`config.mk`:
```
export PLATFORM = sky130hd
export DESIGN_NAME = noc_router_param
export DESIGN_NICKNAME = d
export VERILOG_FILES = /design/src/rtl/noc_router_param.sv
export SDC_FILE = /design/constraint.sdc
export NUM_CORES = 1
export LEC_CHECK = 0
export BUFFER_PORTS_ARGS = -buffer_cell sky130_fd_sc_hd__buf_2
export CORE_MARGIN = 10
export CORE_UTILIZATION = 25
export CTS_CLUSTER_DIAMETER = 80
export DETAILED_ROUTE_END_ITERATION = 8
export HOLD_SLACK_MARGIN = 0.02
export PLACE_DENSITY = 0.46
export SETUP_SLACK_MARGIN = 0.4
export SLEW_MARGIN = 20
export SYNTH_ARGS = -nofsm -noshare
export SYNTH_HDL_FRONTEND = slang
export SYNTH_SLANG_ARGS = --single-unit
```
`constraint.sdc`:
```
create_clock -name clk -period 10.1 [get_ports clk]
set_clock_uncertainty 0.2 [all_clocks]
set_input_delay 1.01 -clock clk [delete_from_list [all_inputs] [get_ports clk]]
set_output_delay 1.01 -clock clk [all_outputs]
set_load 0.05 [all_outputs]
```
`src/rtl/noc_router_param.sv`:
```
// -----------------------------------------------------------------------------
// noc_router_param -- single-flit mesh router node.
//
// Each input port owns a small FIFO. The head flit of every FIFO is routed
// X-first then Y (dimension-ordered). Every output has its own round-robin
// arbiter and a credit counter that tracks free slots downstream. Granted
// flits leave through a registered crossbar stage.
//
// Port index map: 0=N 1=S 2=E 3=W 4=L (indices >= 5 are extra local ports).
//
// Ports (top):
//   clk, rst      clock, synchronous active-high reset
//   my_x_i/my_y_i this node's mesh coordinates
//   in_data_i     packed input flits, port p at [p*DATA_W +: DATA_W]
//   in_valid_i    per-port push strobe
//   credit_o      1-cycle pulse per input: one FIFO entry freed
//   out_data_o    packed output flits, same packing as in_data_i
//   out_valid_o   per-output flit-valid
//   credit_i      1-cycle pulse per output: downstream returned a credit
//   overflow_o    sticky per-input: a flit was dropped on a full FIFO
// -----------------------------------------------------------------------------

// Per-port input FIFO. A push to a full FIFO is accepted only when the same
// cycle also pops, otherwise the flit is dropped and o_overflow latches.
module noc_in_fifo #(
    parameter int DATA_W = 32,
    parameter int DEPTH  = 4
) (
    input  logic              clk,
    input  logic              rst,
    input  logic              i_valid,
    input  logic [DATA_W-1:0] i_data,
    input  logic              i_pop,
    output logic [DATA_W-1:0] o_head,
    output logic              o_empty,
    output logic              o_overflow
);
    localparam int AW = $clog2(DEPTH);
    localparam int CW = AW + 1;

    logic [DATA_W-1:0] r_mem [DEPTH];
    logic [AW-1:0]     r_rd;
    logic [AW-1:0]     r_wr;
    logic [CW-1:0]     r_cnt;
    logic              r_ovf;
    logic              w_full;
    logic              w_pop;
    logic              w_push;

    assign o_empty    = (r_cnt == '0);
    assign w_full     = (r_cnt == CW'(DEPTH));
    assign w_pop      = i_pop & ~o_empty;
    assign w_push     = i_valid & (~w_full | w_pop);
    assign o_head     = r_mem[r_rd];
    assign o_overflow = r_ovf;

    // Storage needs no reset: the occupancy counter defines what is valid.
    always_ff @(posedge clk) begin
        if (!rst && w_push)
            r_mem[r_wr] <= i_data;
    end

    always_ff @(posedge clk) begin
        if (rst) begin
            r_rd  <= '0;
            r_wr  <= '0;
            r_cnt <= '0;
            r_ovf <= 1'b0;
        end else begin
            if (w_push) r_wr <= r_wr + 1'b1;
            if (w_pop)  r_rd <= r_rd + 1'b1;
            case ({w_push, w_pop})
                2'b10:   r_cnt <= r_cnt + 1'b1;
                2'b01:   r_cnt <= r_cnt - 1'b1;
                default: r_cnt <= r_cnt;
            endcase
            if (i_valid && !w_push) r_ovf <= 1'b1;
        end
    end
endmodule

module noc_router_param #(
    parameter int NUM_PORTS  = 5,
    parameter int DATA_W     = 32,
    parameter int COORD_W    = 4,
    parameter int FIFO_DEPTH = 4,
    parameter int CREDITS    = 4
) (
    input  logic                          clk,
    input  logic                          rst,
    input  logic [COORD_W-1:0]            my_x_i,
    input  logic [COORD_W-1:0]            my_y_i,
    input  logic [NUM_PORTS*DATA_W-1:0]   in_data_i,
    input  logic [NUM_PORTS-1:0]          in_valid_i,
    output logic [NUM_PORTS-1:0]          credit_o,
    output logic [NUM_PORTS*DATA_W-1:0]   out_data_o,
    output logic [NUM_PORTS-1:0]          out_valid_o,
    input  logic [NUM_PORTS-1:0]          credit_i,
    output logic [NUM_PORTS-1:0]          overflow_o
);
    localparam int PW  = $clog2(NUM_PORTS);
    localparam int CRW = $clog2(CREDITS) + 1;

    localparam logic [PW-1:0] P_N = PW'(0);
    localparam logic [PW-1:0] P_S = PW'(1);
    localparam logic [PW-1:0] P_E = PW'(2);
    localparam logic [PW-1:0] P_W = PW'(3);
    localparam logic [PW-1:0] P_L = PW'(4);

    logic [NUM_PORTS-1:0][DATA_W-1:0]    w_in;
    logic [NUM_PORTS-1:0][DATA_W-1:0]    w_head;
    logic [NUM_PORTS-1:0]                w_empty;
    logic [NUM_PORTS-1:0]                w_pop;
    logic [NUM_PORTS-1:0]                w_ovf;
    logic [NUM_PORTS-1:0][PW-1:0]        w_route;
    logic [NUM_PORTS-1:0][NUM_PORTS-1:0] w_req;   // [output][input]
    logic [NUM_PORTS-1:0]                w_gvld;
    logic [NUM_PORTS-1:0][PW-1:0]        w_win;
    logic [NUM_PORTS-1:0][DATA_W-1:0]    w_gdata;

    logic [NUM_PORTS-1:0][CRW-1:0]       r_cred;
    logic [NUM_PORTS-1:0][PW-1:0]        r_rr;
    logic [NUM_PORTS-1:0][DATA_W-1:0]    r_out_data;
    logic [NUM_PORTS-1:0]                r_out_vld;
    logic [NUM_PORTS-1:0]                r_credit;

    assign w_in        = in_data_i;
    assign out_data_o  = r_out_data;
    assign out_valid_o = r_out_vld;
    assign credit_o    = r_credit;
    assign overflow_o  = w_ovf;

    function automatic int wrap_add(input int a, input int b);
        return (a + b) % NUM_PORTS;
    endfunction

    generate
        for (genvar p = 0; p < NUM_PORTS; p++) begin : g_port
            noc_in_fifo #(
                .DATA_W (DATA_W),
                .DEPTH  (FIFO_DEPTH)
            ) u_fifo (
                .clk        (clk),
                .rst        (rst),
                .i_valid    (in_valid_i[p]),
                .i_data     (w_in[p]),
                .i_pop      (w_pop[p]),
                .o_head     (w_head[p]),
                .o_empty    (w_empty[p]),
                .o_overflow (w_ovf[p])
            );
        end
    endgenerate

    // XY route of every FIFO head and the resulting request matrix.
    always_comb begin
        w_route = '0;
        w_req   = '0;
        for (int p = 0; p < NUM_PORTS; p++) begin
            if (w_head[p][DATA_W-1 -: COORD_W] > my_x_i)
                w_route[p] = P_E;
            else if (w_head[p][DATA_W-1 -: COORD_W] < my_x_i)
                w_route[p] = P_W;
            else if (w_head[p][DATA_W-1-COORD_W -: COORD_W] > my_y_i)
                w_route[p] = P_N;
            else if (w_head[p][DATA_W-1-COORD_W -: COORD_W] < my_y_i)
                w_route[p] = P_S;
            else
                w_route[p] = P_L;
        end
        for (int o = 0; o < NUM_PORTS; o++)
            for (int p = 0; p < NUM_PORTS; p++)
                w_req[o][p] = !w_empty[p] && (w_route[p] == PW'(o));
    end

    // Round-robin per output, gated by credit availability. Each input
    // requests exactly one output, so an input can never win twice.
    always_comb begin
        w_gvld  = '0;
        w_win   = '0;
        w_pop   = '0;
        w_gdata = '0;
        for (int o = 0; o < NUM_PORTS; o++) begin
            if (r_cred[o] != '0) begin
                for (int k = 0; k < NUM_PORTS; k++) begin
                    if (!w_gvld[o] && w_req[o][wrap_add(int'(r_rr[o]), k)]) begin
                        w_gvld[o] = 1'b1;
                        w_win[o]  = PW'(wrap_add(int'(r_rr[o]), k));
                    end
                end
            end
        end
        for (int o = 0; o < NUM_PORTS; o++) begin
            for (int p = 0; p < NUM_PORTS; p++) begin
                if (w_gvld[o] && (w_win[o] == PW'(p))) begin
                    w_pop[p]   = 1'b1;
                    w_gdata[o] = w_head[p];
                end
            end
        end
    end

    always_ff @(posedge clk) begin
        if (rst) begin
            r_out_vld  <= '0;
            r_out_data <= '0;
            r_credit   <= '0;
            r_rr       <= '0;
            for (int o = 0; o < NUM_PORTS; o++)
                r_cred[o] <= CRW'(CREDITS);
        end else begin
            r_out_vld <= w_gvld;
            r_credit  <= w_pop;
            for (int o = 0; o < NUM_PORTS; o++) begin
                if (w_gvld[o]) begin
                    r_out_data[o] <= w_gdata[o];
                    r_rr[o]       <= (w_win[o] == PW'(NUM_PORTS-1)) ? '0 : w_win[o] + 1'b1;
                end
                // Send and return in the same cycle cancel; returns saturate.
                if (w_gvld[o] && !credit_i[o])
                    r_cred[o] <= r_cred[o] - 1'b1;
                else if (!w_gvld[o] && credit_i[o] && (r_cred[o] < CRW'(CREDITS)))
                    r_cred[o] <= r_cred[o] + 1'b1;
            end
        end
    end
endmodule
```
==> metrics.cfg <==
[yosys]
yosysWarnings=0
synth_area_um2=48200
yosysUniqueCellTypes=126
synth_top_family_by_area=compound AO/OA/AOI/OAI gates
synth_top_area_share=0.398
async_flop_share=0
synth.ff_latch_count=890
synth_edf_count=640
ys.flop_type=edfxtp_1
synth_area_per_cell_um2=11.8
synth_xor_xnor_area_share=0.0115
synth_compound_area_frac=0.192
synthTopCellsByArea=edfxtp_1, dfxtp_1, mux4_2
synth_adder_area_share=0.0506
syn-instance-count=4100
synth_seq_area_share=0.502
synth.largest_area_cell=edfxtp_1
synthSimpleGateAreaFrac=0.110
synthMuxAreaShare=0.0956
syn_nets=4469

[finish]
final_common_cell=edfxtp_1
seqCellArea_um2=24200
drive_gt1_frac=0.207
multi_input_area_um2=22300
final_util=0.291
mostFrequentLayoutCells=edfxtp_1, buf_2, nor2_1, dfxtp_1, nand2_1
fill_cells=19700
layout.nets=4727
area_growth_pct=16.0

[cts]
cts_resized=0
cts_sinks=890
postCtsHoldBufs=0
tritoncts=built
htree_levels=3
cts_inserted_buffers=100
cts_buffer_depth=3
post_cts.repair.setup_buffers=0
root_buffer=clkbuf_16
path_clk_slew_ns=0.06
clkLatencyLatePin_ns=0.75

[place]
dp_hpwl_um=149000
gp_congestion=0.908
portBuffers=354
pre_cts_ws_ns=1.61

[global_routing]
track_usage=0.184
grt_pass1_wl_um=284000
grt_max_degree=134
antenna_found_initial=72
globalRouteOverflowTotal=0
grt_pass1_vias=36700

[timing]
hold_ws_ns=0.268
fmax_mhz=116
period_needed_ns=8.62
fin_tns_setup_ns=0
relSlewSlack=0.254
setup_viol=0
hold_violations=0
rsz0062_at_grt=no
setup_ws_ns=1.48
worst_pin_slew_ns=1.11
slew_viol_final=0
final.period_utilization=0.854

[route]
wl_per_cell_um=29.0
wl_met3_um=14700
postRouteAntennaNets=0
routedLengthMet1_um=77600
drc=0
drt-total-wl_um=203000
drtPass1Iterations=6
route.met2.wl_um=99000
drt-initial-drc-count=4320
dr_total_vias=38200
maxUsedRoutingLayer=met5
drt-vias-per-instance=5.47

[run]
drv_cap=0

[critical_path]
cpMostUsedCell=ha_1
cpPeakStageDelay_ns=0.61
worstPathArrival_ns=9.06
cp-end-kind=register
start_kind=register
critPathKind=reg -> reg
crit_path_top_delay_cell=ha_1
crit_fanout=41
cp.required_ns=10.54

[floorplan]
fp-row-count=161
die_w_um=459
initial_core_util=0.251
die_h_um=459
core-area_um2=192000
die_area_um2=211000
boundaryPins=355

[worst_hold_path]
holdCritPathClass=reg -> reg

[power]
ir_drop_mv=0.298
finalPower_mw=21.8
power_leakage_nw=19.4
powerDensity_nw_per_um2=390

[status]
outcome=finished, final reports clean

-- layout make-up --
| cell class | count | share of cell area |
|---|---|---|
| flip-flops and latches | 890 | 0.433 |
| multi-input cells | 2766 | 0.398 |
| well taps | 2526 | 0.0565 |
| clock buffers | 136 | 0.0495 |
| repair buffers | 448 | 0.0446 |
| inverters | 152 | 0.0102 |
| clock inverters | 47 | 0.00746 |
| diodes | 18 | 0.000805 |
-- where the power goes --
group	total (mW)	leakage [nW]	switching, mW	internal, mW
Combinational	13.3	9.97	9.04	4.23
Sequential	4.96	7.86	0.535	4.43
Clock	3.62	1.56	1.54	2.07
Total	21.8	19.4	11.1	10.7
-- synth_stat cells, types with 38 or more instances --
cell type and instances:
a22oi_1 43, dfxtp_1 250, a22o_1 58, xnor2_1 40, nor2_1 310, a21oi_1 173, nand2b_1 38, and3_1 55
a211oi_1 79, o21ai_0 92, and2_1 38, nor3_1 115, ha_1 179, nor2b_1 44, clkbuf_1 173, nand2_1 203
buf_2 69, mux2i_1 59, a31oi_1 57, edfxtp_1 640, o22ai_1 43, o211ai_1 136, nand3_1 103, mux4_2 163
a221oi_1 68, inv_1 142, a2bb2oi_1 38
-- through the flow --
step | area (µm²) | std cells
4_1_cts | 55900 | 6965
3_5_place_dp | 52700 | 6782
5_1_grt | 56000 | 6971
6_report | 56000 | 6983
3_3_place_gp | 52700 | 6782
2_1_floorplan | 48200 | 4100
-- registers in the layout (all words and copies together) (netlist names), named ones only --
register                  cells
g_port.u_fifo.r_rd           10
g_port.u_fifo.r_mem         640
g_port.u_fifo.r_wr           10
r_cred                       15
g_port.u_fifo.o_overflow      5
g_port.u_fifo.r_cnt          15
out_valid_o                   5
credit_o                      5
out_data_o                  160
r_rr                         15
-- cells by family (layout without fill, tap and decap cells) --
logic type                 after synthesis  in the layout
buffers and inverters                  444            783
and+or+nand+nor                       1061           1061
DFF                                    890            890
xor gates and xnor gates                60             60
adders and majority gates              189            189
other                                    0             18
AOI/OAI and AO/OA                     1203           1203
muxes                                  253            253
-- worst max-delay path: cells and delay by family, from the launching register on --
family	cells	cell delay (ns)
AO/OA/AOI/OAI	8	2.55
XOR/XNOR	1	0.16
adder cells (fa/ha/maj)	7	2.23
buffers and inverters	6	1.03
flip-flops	1	0.48
multiplexers	1	0.20
AND/OR/NAND/NOR	8	1.70
-- layer usage --
layer	global-route usage	vias to the layer above
met2	0.315	1758
met1	0.218	19100
met5	0	-
met3	0.0396	466
met4	0.0889	48
li1	-	16800
-- path summary, 6_finish.rpt --
kind / to / cells past startpoint / from / slack, ns
worst max register to register: g_port[3].u_fifo.r_cnt[2] / 31 / r_rr[13] / 1.48
worst min-delay path: g_port[0].u_fifo.o_overflow / 2 / g_port[0].u_fifo.o_overflow / 0.27
worst min register to register: g_port[0].u_fifo.o_overflow / 2 / g_port[0].u_fifo.o_overflow / 0.27
worst max-delay path: g_port[3].u_fifo.r_cnt[2] / 31 / r_rr[13] / 1.48
Note: power is estimated with default switching activity, not from simulation.
